[src/rtl/quant_pkg.sv]
// quant_pkg: shared state encoding and default widths for the quantdeser block
package quant_pkg;
  typedef enum logic [1:0] {IDLE, SHIFT, DONE} quantdeser_state_t;
  localparam int BDOUT_DEF = 32;
  localparam int BDINMAX_DEF = 32;
endpackage

[src/rtl/quantdeser_align.sv]
// quantdeser_align: places a received word so its MSB lands at msbidx_i, optional sign fill
// Ports: val_i (received bits, LSB-aligned), msbidx_i (target MSB position),
//        bdin_i (received precision minus one), sgn_i (sign-fill request),
//        dout_o (aligned word).
// Sign fill above msbidx_i only exists when QUANTDESER_SIGNEXT_EN is defined.
module quantdeser_align
  import quant_pkg::*;
#(
  parameter int BDOUT   = BDOUT_DEF,
  parameter int BDINMAX = BDINMAX_DEF,
  localparam int MAXBDOP = $clog2(BDOUT),
  localparam int MAXBDIP = $clog2(BDINMAX)
) (
  input  logic [BDINMAX-1:0] val_i,
  input  logic [MAXBDOP-1:0] msbidx_i,
  input  logic [MAXBDIP-1:0] bdin_i,
  input  logic               sgn_i,
  output logic [BDOUT-1:0]   dout_o
);
  logic [BDOUT-1:0] ext;
  logic [BDOUT-1:0] shifted;
  logic [MAXBDOP:0] m;
  logic [MAXBDOP:0] b;
  assign ext = BDOUT'(val_i);
  assign m = {1'b0, msbidx_i};
  assign b = (MAXBDOP+1)'(bdin_i);
  // bits above the received MSB are already zero, so the shift alone zero-fills above msbidx
  assign shifted = (m >= b) ? ext << (m - b) : ext >> (b - m);
`ifdef QUANTDESER_SIGNEXT_EN
  logic [BDOUT-1:0] fill;
  assign fill = {BDOUT{sgn_i & val_i[bdin_i]}} << msbidx_i << 1;
  assign dout_o = shifted | fill;
`else
  logic unused_sgn;
  assign unused_sgn = sgn_i;
  assign dout_o = shifted;
`endif
endmodule

[src/rtl/quantdeser.sv]
// quantdeser: serial MSB-first deserializer with configurable precision and output alignment
// Ports: clk, rst_n (async active-low), clr (sync clear), msbidx (dout bit for received MSB),
//        bdin (precision minus one), start (begin a word), sgn (sign-fill request),
//        din (serial data), dout (aligned word), dout_valid (one-cycle strobe), busy (in SHIFT).
// Optional sign extension is enabled by defining QUANTDESER_SIGNEXT_EN.
module quantdeser
  import quant_pkg::*;
#(
  parameter int BDOUT   = BDOUT_DEF,
  parameter int BDINMAX = BDINMAX_DEF,
  localparam int MAXBDOP = $clog2(BDOUT),
  localparam int MAXBDIP = $clog2(BDINMAX)
) (
  input  logic               clk,
  input  logic               rst_n,
  input  logic               clr,
  input  logic [MAXBDOP-1:0] msbidx,
  input  logic [MAXBDIP-1:0] bdin,
  input  logic               start,
  input  logic               sgn,
  input  logic               din,
  output logic [BDOUT-1:0]   dout,
  output logic               dout_valid,
  output logic               busy
);
  quantdeser_state_t  state_q;
  logic [BDINMAX-1:0] sr_q;
  logic [MAXBDIP-1:0] cnt_q;
  logic [MAXBDOP-1:0] msbidx_q;
  logic [MAXBDIP-1:0] bdin_q;
  logic               sgn_q;
  logic [BDOUT-1:0]   dout_q;
  logic [BDOUT-1:0]   dout_d;
  logic               dout_valid_q;
  logic               busy_q;
  quantdeser_align #(.BDOUT(BDOUT), .BDINMAX(BDINMAX)) u_align (
    .val_i(sr_q),
    .msbidx_i(msbidx_q),
    .bdin_i(bdin_q),
    .sgn_i(sgn_q),
    .dout_o(dout_d)
  );
  always_ff @(posedge clk or negedge rst_n)
    if (!rst_n) begin
      state_q <= IDLE;
      sr_q <= '0;
      cnt_q <= '0;
      msbidx_q <= '0;
      bdin_q <= '0;
      sgn_q <= 1'b0;
      dout_q <= '0;
      dout_valid_q <= 1'b0;
      busy_q <= 1'b0;
    end else if (clr) begin
      state_q <= IDLE;
      sr_q <= '0;
      cnt_q <= '0;
      msbidx_q <= '0;
      bdin_q <= '0;
      sgn_q <= 1'b0;
      dout_q <= '0;
      dout_valid_q <= 1'b0;
      busy_q <= 1'b0;
    end else begin
      dout_valid_q <= 1'b0;
      case (state_q)
        SHIFT: begin
          sr_q <= {sr_q[BDINMAX-2:0], din};
          if (cnt_q == bdin_q) begin
            state_q <= DONE;
            busy_q <= 1'b0;
          end else
            cnt_q <= cnt_q + MAXBDIP'(1);
        end
        default: begin
          // DONE publishes the word; a start here chains straight into the next one
          if (state_q == DONE) begin
            dout_q <= dout_d;
            dout_valid_q <= 1'b1;
          end
          if (start) begin
            msbidx_q <= msbidx;
            bdin_q <= bdin;
            sgn_q <= sgn;
            sr_q <= '0;
            cnt_q <= '0;
            state_q <= SHIFT;
            busy_q <= 1'b1;
          end else begin
            state_q <= IDLE;
            busy_q <= 1'b0;
          end
        end
      endcase
    end
  assign dout = dout_q;
  assign dout_valid = dout_valid_q;
  assign busy = busy_q;
endmodule

[config.mk]
export PLATFORM = sky130hd
export DESIGN_NAME = quantdeser
export DESIGN_NICKNAME = d
export VERILOG_FILES = /design/src/rtl/quant_pkg.sv /design/src/rtl/quantdeser_align.sv /design/src/rtl/quantdeser.sv
export SDC_FILE = /design/constraint.sdc
export NUM_CORES = 1
export LEC_CHECK = 0
export ABC_AREA = 1
export BUFFER_PORTS_ARGS = -buffer_cell sky130_fd_sc_hd__buf_2
export CAP_MARGIN = 20
export CORE_MARGIN = 5
export CORE_UTILIZATION = 50
export DETAILED_ROUTE_END_ITERATION = 16
export PLACE_DENSITY = 0.68
export SLEW_MARGIN = 20
export SYNTH_ARGS = -nofsm -noshare
export SYNTH_HDL_FRONTEND = slang
export SYNTH_SLANG_ARGS = --single-unit
[constraint.sdc]
create_clock -name clk -period 3.32 [get_ports clk]
set_input_delay 0.332 -clock clk [delete_from_list [all_inputs] [get_ports clk]]
set_output_delay 0.332 -clock clk [all_outputs]
set_load 0.01 [all_outputs]
=== Word-level counts from Yosys, hierarchy flattened ===
Index checks and enable logic that the tools add are counted.
Widths: inputs -> output; s select.

* Bits of input ports: 16
* Output and inout port bits: 34
* Flip-flop bits (word level): 83
* Word-level logic and storage cells: 54

* Reductions and logical operators: 6
* Equality and inequality tests: 6
* Muxes and demuxes: 28
* Order comparisons: 1
* Shift operators: 2
* Add/subtract/negate cells: 3

{| class="wikitable"
|+ Operator list
! kind !! count
|-
| $mux 32 || 7
|-
| $mux 5 || 10
|-
| $shl 32x6->32 || 1
|-
| $shr 32x6->32 || 1
|-
| $sub 5x5->6 || 2
|-
| $mux 1 || 8
|-
| $mux 2 || 3
|-
| $ne 3x3->1 const B || 2
|-
| $reduce_and 2->1 || 3
|-
| $add 5x1->5 const B || 1
|-
| $eq 5x5->1 || 1
|-
| $ge 5x5->1 || 1
|-
| $reduce_bool 2->1 || 2
|-
| $reduce_bool 3->1 || 1
|-
| $eq 2x1->1 const B || 1
|-
| $eq 2x2->1 const B || 1
|-
| $ne 2x2->1 const B || 1
|}

=== Longest topological paths before layout ===
Gate-level depths: netlist (run 1).

* Word-level depth: 6
* Depth in mapped cells: 15
* Depth with buffers taken out: 14

=== Hierarchy ===
Synthesis (run 1) repeated with hierarchy kept, for this count alone.

* Cell total of the unflattened synthesis: 1201
* Area total of the unflattened synthesis: 7389.6 µm²

{| class="wikitable"
|+ By module, submodules not included
! module !! times used !! sequential area each (µm²) !! area an instance (µm²) !! cells an instance
|-
| quantdeser_align || 1 || 0.0 || 4050.1 || 846
|-
| quantdeser || 1 || 2077.0 || 3339.5 || 355
|}

=== Worst setup path after synthesis (run 1) ===
Ideal clock, no wire load.

* Path kind: reg2reg
* From: register bdin_q[0]
* To: register dout_q[7] (netlist: dout[7])
* Arrival: 2.110 ns
* Cell stages (with the launch flop): 15
* Setup time: 0.118 ns
* Period minus slack after synthesis: 2.228 ns
* Slack: 1.092 ns
* Buffers on the path: 1
* Data required time: 3.202 ns
* Cells stage by stage: dfrtp_1 > inv_1 > ha_1 > fa_1 > inv_1 > clkbuf_1 > nand3_1 > nand2_1 > nand2_1 > nand2_1 > nand2_1 > nand3_1 > nand3_1 > nand3_1 > nand2_1

* Longest elaborated chain between the ends: 6
* Elaborated cells between the ends (all ways): 9
* Those cells by class: 2 x add/sub; 1 x order compare; 2 x shift; 4 x mux

{| class="wikitable"
|+ Ends and longest elaborated chain
! what !! RTL line !! RTL
|-
| start, declared || quantdeser.sv:30 || <nowiki>logic [MAXBDIP-1:0] bdin_q;</nowiki>
|-
| start signal, assigned || quantdeser.sv:83 || <nowiki>bdin_q <= bdin;</nowiki>
|-
| $sub 5x5->6 || quantdeser_align.sv:28 || <nowiki>assign shifted = (m >= b) ? ext << (m - b) : ext >> (b - m);</nowiki>
|-
| $shr 32x6->32 / $shl 32x6->32 (equally long branches) || quantdeser_align.sv:28 ||
|-
| $mux 32 * || quantdeser_align.sv:28 ||
|-
| $mux 32 * || quantdeser.sv:77 || <nowiki>if (state_q == DONE) begin</nowiki>
|-
| $mux 32 * || quantdeser.sv:66 || <nowiki>case (state_q)</nowiki>
|-
| $mux 32 * || quantdeser.sv:54 || <nowiki>end else if (clr) begin</nowiki>
|-
| end signal, assigned || quantdeser.sv:78 || <nowiki>dout_q <= dout_d;</nowiki>
|-
| end, declared || quantdeser.sv:32 || <nowiki>logic [BDOUT-1:0] dout_q;</nowiki>
|}

Every way passes the cells marked *; elsewhere a longest branch is shown, timed or not. The select of a mux whose other input is x is not followed.
A chain may end at the register's enable or synchronous reset.

=== Final worst setup path (run 1) ===
* From: register msbidx_q[0]
* To: register dout_q[31] (netlist: dout[31])

* Longest elaborated chain between the ends: 6
* Elaborated cells between the ends (all ways): 9
* Those cells by class: 2 x add/sub; 1 x order compare; 2 x shift; 4 x mux

{| class="wikitable"
|+ Ends and longest elaborated chain
! what !! RTL line !! RTL
|-
| start, declared || quantdeser.sv:29 || <nowiki>logic [MAXBDOP-1:0] msbidx_q;</nowiki>
|-
| start signal, assigned || quantdeser.sv:82 || <nowiki>msbidx_q <= msbidx;</nowiki>
|-
| $sub 5x5->6 || quantdeser_align.sv:28 ||
|-
| $shr 32x6->32 / $shl 32x6->32 (equally long branches) || quantdeser_align.sv:28 ||
|-
| $mux 32 * || quantdeser_align.sv:28 ||
|-
| $mux 32 * || quantdeser.sv:77 ||
|-
| $mux 32 * || quantdeser.sv:66 ||
|-
| $mux 32 * || quantdeser.sv:54 ||
|}

Marks and branches as above.

==> flow_summary.ini, run 1 <==
[worst_setup_path]
regToRegEndpoint = dout[31]
arrival_ns = 3.11
crit_path_end_kind = flip-flop
crit_type = flip-flop to flip-flop
crit_end = dout[31]
start_kind = flip-flop
critPathLaunch = msbidx_q[0]
ff2ff_path_depth = 11
r2r_slack_ns = 0.50
required_ns = 3.61
reg2reg_from = msbidx_q[0]
cp_max_fo = 17

[job]
drv_cap = 0

[drt]
wl_per_cell_um = 17.54
vias_per_cell = 5.909
drt_iter0_markers = 836
drcViolationCount = 0
ant_nets = 0
wl_um = 23800
first_pass_iters = 6
via_count = 8018

[cells_and_area]
antenna_cells = 0
layout_common_cells = 371 x nand2_1, 365 x nand3_1, 86 x inv_1, 82 x dfrtp_1, 47 x buf_2
postLayoutCoreUtil_pct = 55.25
final_common_cell = nand2_1
instances_no_fill = 1357
finalNetCount = 1201
syn_to_final_growth_pct = 8.004
drive_gt1_share_pct = 8.751
finalInstanceArea_um2 = 7699

[power_and_ir_drop]
p_leak_uw = 0.003999
vdd_drop_max_v = 0.0004119
powerDensity_nw_per_um2 = 717.8

[yosys]
syn-instance-count = 1165
synth_area_um2 = 7128
ys_types = 33
synth.largest_area_cell = dfrtp_1
yosysWarnings = 0
avgSynthCellArea_um2 = 6.119
synth_area_leaders = dfrtp_1 29%, nand3_1 26%, nand2_1 20%, inv_1 4.5%, o22ai_1 3.6%
ys_ff_latch = 82
seq_area_frac_synth_pct = 28.79
synth_top_area_share_pct = 28.79
synth.net_count = 1194

[sta]
hold_viol = 12
slew_viol_final = 0
setup_viol = 0
clock_skew_ns = 0.01150
period_minus_slack_ns = 2.819
setup-tns-final_ns = 0
worstMarginPinSlew_ns = 0.9628
final.period_utilization_pct = 84.90
max_freq_ghz = 0.3548
relSlewSlack_pct = 35.75
rsz0062_at_grt = no
whs_ns = -0.01376

[grt]
grt.overflow.total = 0
use_met3_pct = 4.699
grt_max_degree = 83
busiest_layer = met2
grt_pass1_wl_um = 39410
grt_usage_pct = 29.68
grt_pass1_vias = 7493
antenna_found_initial = 0
use_met2_pct = 44.42
use_met1_pct = 42.27

[floorplanning]
die_w_um = 129.4
die_y_um = 129.4
row_count = 43
boundaryPins = 50
die-area_um2 = 16740
coreArea_um2 = 13930
initial_utilization_pct = 51.15

[placement]
post_dp_cell_area_um2 = 7403
placed_cells = 1341
post-dp-hpwl_um = 17630
port-buffer-count = 48
place_congestion = 1.039

[cts]
cts.sinks = 82
cts_tree = done
clockBufferDepth = 2
cts.repair_timing.setup_buffer_count = 0
cts_hold_buf = 0
post_cts_resized = 0
numCtsBuffers = 9
clkLatencyLatePin_ns = 0.36
cts-root-buf = clkbuf_16
cts_htree_levels = 3
clkTransAtPathRegs_ns = 0.07

[status]
status = finished, violations left
failed_checks = hold timing

[worst_hold_path]
hp-class = input pin to async pin
==> kinds of logic (layout without fill, tap and decap cells) <==
logic type | after synthesis | count (layout) | synth area share [%]
DFF | 82 | 82 | 28.79
buffers and inverters | 158 | 170 | 9.496
and+or+nand+nor | 804 | 804 | 50.18
xor gates and xnor gates | 8 | 8 | 1.194
adders and majority gates | 13 | 13 | 2.493
AOI/OAI and AO/OA | 100 | 100 | 7.846
==> cell usage after synthesis <==
library cell and number:
a21oi_1 37, a21oi_2 2, and2_1 1, buf_1 4, buf_2 31, buf_4 8
buf_6 2, clkbuf_1 25, dfrtp_1 82, fa_1 2, ha_1 11, inv_1 86
inv_2 2, nand2_1 371, nand2_2 2, nand2_4 1, nand3_1 365, nand3_2 2
nand3b_1 1, nand4_1 1, nor2_1 42, nor2_2 3, nor2_4 3, nor2_8 1
nor3_1 4, nor4_1 2, o21ai_0 18, o21ai_1 2, o22ai_1 41, or2_1 5
xnor2_1 3, xor2_1 3, xor2_2 2
==> worst max-delay path: stages, from the launching register on <==
cell and delay (ns):
dfrtp_1 0.35, inv_1 0.06, ha_1 0.22, fa_1 0.49, or2_1 0.30, nand3_1 0.08
nand2_1 0.26, nor2_4 0.43, nand3_1 0.21, nand3_1 0.18, nand2_1 0.09, nand2_1 0.07
==> state kept, by name, summed over array words and instances (netlist names) <==
register    flops
bdin_q          5
cnt_q           5
dout           32
dout_valid      1
msbidx_q        5
sr_q           32
state_q         2
==> where the power goes <==
group	switching, µW	internal [µW]	leakage, µW	total (µW)
clock	473	528	0.000138	1000
sequential	38.7	1050	0.00113	1090
combinational	2470	969	0.00273	3430
total	2980	2550	0.00400	5530
==> worst min path at each step <==
stage                endpoint  slack, ns  depth (start not counted)
floorplan           bdin_q[0]       0.04                          0
finish               sr_q[15]      -0.01                          1
global placement      dout[5]       0.46                          2
CTS                   sr_q[0]       0.18                          3
detailed placement   dout[24]       0.46                          2
global route         sr_q[16]       0.10                          1
==> through the flow <==
step | hold WS (ns) | setup slack [ns] | total power, µW
finish | -0.01376 | 0.5015 | 5526
global placement | 0.4594 | 0.5924 | 4447
CTS | 0.1816 | 0.5520 | 5464
floorplan | 0.03641 | 1.092 | 3584
detailed placement | 0.4619 | 0.5735 | 4443
global route | 0.1004 | 0.3227 | 5952
==> layer usage <==
metal	part of all wire, %	wire, µm	up-vias
met2	43	10340	379
li1	-	-	3909
met1	44	10460	3665
met4	4.4	1048	0
met3	8.2	1952	65
met5	0	0	-
==> area by class of cell <==
type | count | area [µm²]
fillers | 1474 | 6236
multi-input cells | 925 | 4418
flip-flops and latches | 82 | 2052
repair buffers | 66 | 381.6
inverters | 88 | 330.3
clock buffers | 9 | 225.2
well taps | 180 | 225.2
clock inverters | 7 | 66.31
(Power assumes the default switching activity.)
==> run 2: changes to the inputs <==
--- a/config.mk
+++ b/config.mk
@@ -11,7 +11,7 @@
 export CORE_MARGIN = 5
 export CORE_UTILIZATION = 50
 export DETAILED_ROUTE_END_ITERATION = 16
-export PLACE_DENSITY = 0.68
+export PLACE_DENSITY = 0.71
 export SLEW_MARGIN = 20
 export SYNTH_ARGS = -nofsm -noshare
 export SYNTH_HDL_FRONTEND = slang
==> constraint.sdc (replaced) <==
create_clock -name clk -period 2.3 [get_ports clk]
set_input_delay 0.23 -clock clk [delete_from_list [all_inputs] [get_ports clk]]
set_output_delay 0.23 -clock clk [all_outputs]
set_load 0.01 [all_outputs]
==> run 2 against run 1 <==
  * The flow finishes with violations (setup timing)
  * Routed wire length is 16% higher
  * Final area up 25%
  * Critical path depth rose by 2
  * Cell count increased by 4.9%
  * Register-to-register slack worse by 0.61 ns
  * Sequential power up 45%
  * Setup slack worse by 0.61 ns
  * Sequential cell count unchanged
==> flow_summary.ini, run 2 (synthesis results as in run 1) <==
[status]
status = finished, violations left
failed_checks = setup timing

[cells_and_area]
finalInstanceArea_um2 = 9625
antenna_cells = 0
layout_common_cells = 326 x nand2_1, 226 x nand3_1, 137 x nand3_2, 83 x inv_1, 82 x dfrtp_1
fill_cells = 1248
finalNetCount = 1267
drive_gt1_share_pct = 29.93
syn_to_final_growth_pct = 35.04
final_common_cell = nand2_1
postLayoutCoreUtil_pct = 69.08

[drt]
first_pass_iters = 8
ant_nets = 0
drt_iter0_markers = 976
vias_per_cell = 6.137
wl_per_cell_um = 19.34
wl_um = 27520
via_count = 8733
drcViolationCount = 0

[cts]
cts-root-buf = clkbuf_16
clockBufferDepth = 2
clkLatencyLatePin_ns = 0.36
numCtsBuffers = 9
cts_tree = done
cts.sinks = 82
cts_htree_levels = 3
clkTransAtPathRegs_ns = 0.07

[sta]
whs_ns = 0.09549
setup_viol = 31
max_freq_ghz = 0.4156
hold_viol = 0
worstMarginPinSlew_ns = 0.9723
final.setup.worst_slack_ns = -0.1060
slew_viol_final = 0
clock_skew_ns = 0.006212
relSlewSlack_pct = 35.11
rsz0062_at_grt = yes
final.period_utilization_pct = 104.6
period_minus_slack_ns = 2.406

[grt]
grt_pass1_wl_um = 42570
grt.overflow.total = 0
grt_usage_pct = 32.39
antenna_found_initial = 0
grt_max_degree = 48
grt_pass1_vias = 8029

[power_and_ir_drop]
switching_power_uw = 5260
pwr-share-comb_pct = 68.1
p_clk_share_pct = 16.8
vdd_drop_max_v = 0.0006801
power.total_uw = 10500
p_int_uw = 5237
p_leak_uw = 0.004832
seqPwrFrac_pct = 15.0
powerDensity_nw_per_um2 = 1091
swShare_pct = 50.11

[placement]
place_congestion = 1.047
post-dp-hpwl_um = 19580
port-buffer-count = 48
post_dp_cell_area_um2 = 8099

[worst_hold_path]
hold_path_startpoint = din
hold_depth = 3
min_delay_worst_endpoint = sr_q[0]
hp-class = input pin to flip-flop

[floorplanning]
row_count = 43
die_y_um = 129.4
die-area_um2 = 16740
die_w_um = 129.4
boundaryPins = 50
initial_utilization_pct = 51.15
coreArea_um2 = 13930

[worst_setup_path]
required_ns = 2.60
reg2reg_from = msbidx_q[0]
arrival_ns = 2.70
r2r_slack_ns = -0.11
crit_type = flip-flop to flip-flop
regToRegEndpoint = dout[14]
start_kind = flip-flop
crit_path_end_kind = flip-flop
ff2ff_path_depth = 13
cp_max_fo = 11

[job]
drv_cap = 0
## run 2: cell count changes in the layout (fill, tap and decap cells not counted), moves of 7 or more
cell     delta
nand3_1   -139
nand3_2   +135
nand2_1    -45
nand2_2    +45
buf_4      +29
buf_12     +24
o21ai_0     -7
o21ai_1     +7
## run 2: worst max-delay path by stage
stage,from,endpoint,slack (ns),cells past startpoint
floorplan,bdin_q[0],dout[7],0.07,14
global placement,msbidx_q[0],dout[12],-0.11,13
detailed placement,msbidx_q[0],dout[4],-0.17,12
CTS,msbidx_q[0],dout[30],-0.06,14
global route,msbidx_q[0],dout[1],-0.21,11
finish,msbidx_q[0],dout[14],-0.11,13
## run 2: what timing repair did
action                                  in CTS  in global routing
gates resized for setup                     94                141
endpoints found under the setup margin      32                 32
hold endpoints to repair                    35                  0
pin swaps                                   26                 19
cloned                                       3                  2
buffers inserted                             3                  1
hold buffers                                 1                  0
## run 2: per-stage QoR
stage / instances / setup WS, ns / setup TNS (ns)
floorplan: 1165 / 0.07192 / 0
global placement: 1397 / -0.1125 / -2.344
detailed placement: 1397 / -0.1651 / -3.833
CTS: 1420 / -0.06154 / -0.7393
global route: 1423 / -0.2073 / -4.945
finish: 1423 / -0.1060 / -1.757
## run 2: per-layer routing
metal,track usage [%],vias to the layer above,part of all wire [%]
li1,-,4053,-
met2,51.80,507,45
met4,15.32,0,5.3
met1,42.97,4049,40
met5,0,-,0
met3,5.194,124,9.6
## run 2: layout make-up
cell class	instances	area, µm²	share of cell area [%]
repair buffers	132	1305	13.56
clock buffers	9	225.2	2.340
inverters	88	340.3	3.536
well taps	180	225.2	2.340
multi-input cells	925	5348	55.56
flip-flops and latches	82	2052	21.32
clock inverters	7	130.1	1.352
## run 2: worst max-delay path, cell delays in order, from the launching register on
cell,delay [ns]
dfrtp_1,0.41
inv_2,0.06
ha_2,0.19
fa_2,0.56
buf_8,0.15
buf_12,0.14
nand3_2,0.12
nand3_2,0.13
nand3_2,0.12
nand2_2,0.09
nand2_1,0.09
a21oi_2,0.14
nand2_1,0.09
nand2_1,0.06
## run 2: power by group through the flow
stage          logic, µW  clock network, µW  registers [µW]
6_report            7150               1770            1580
5_1_grt             7600               1840            1590
4_1_cts             6270               1790            1580
3_5_place_dp        5660                  0            1600
3_3_place_gp        5650                  0            1600
2_1_floorplan       3550                  0            1620
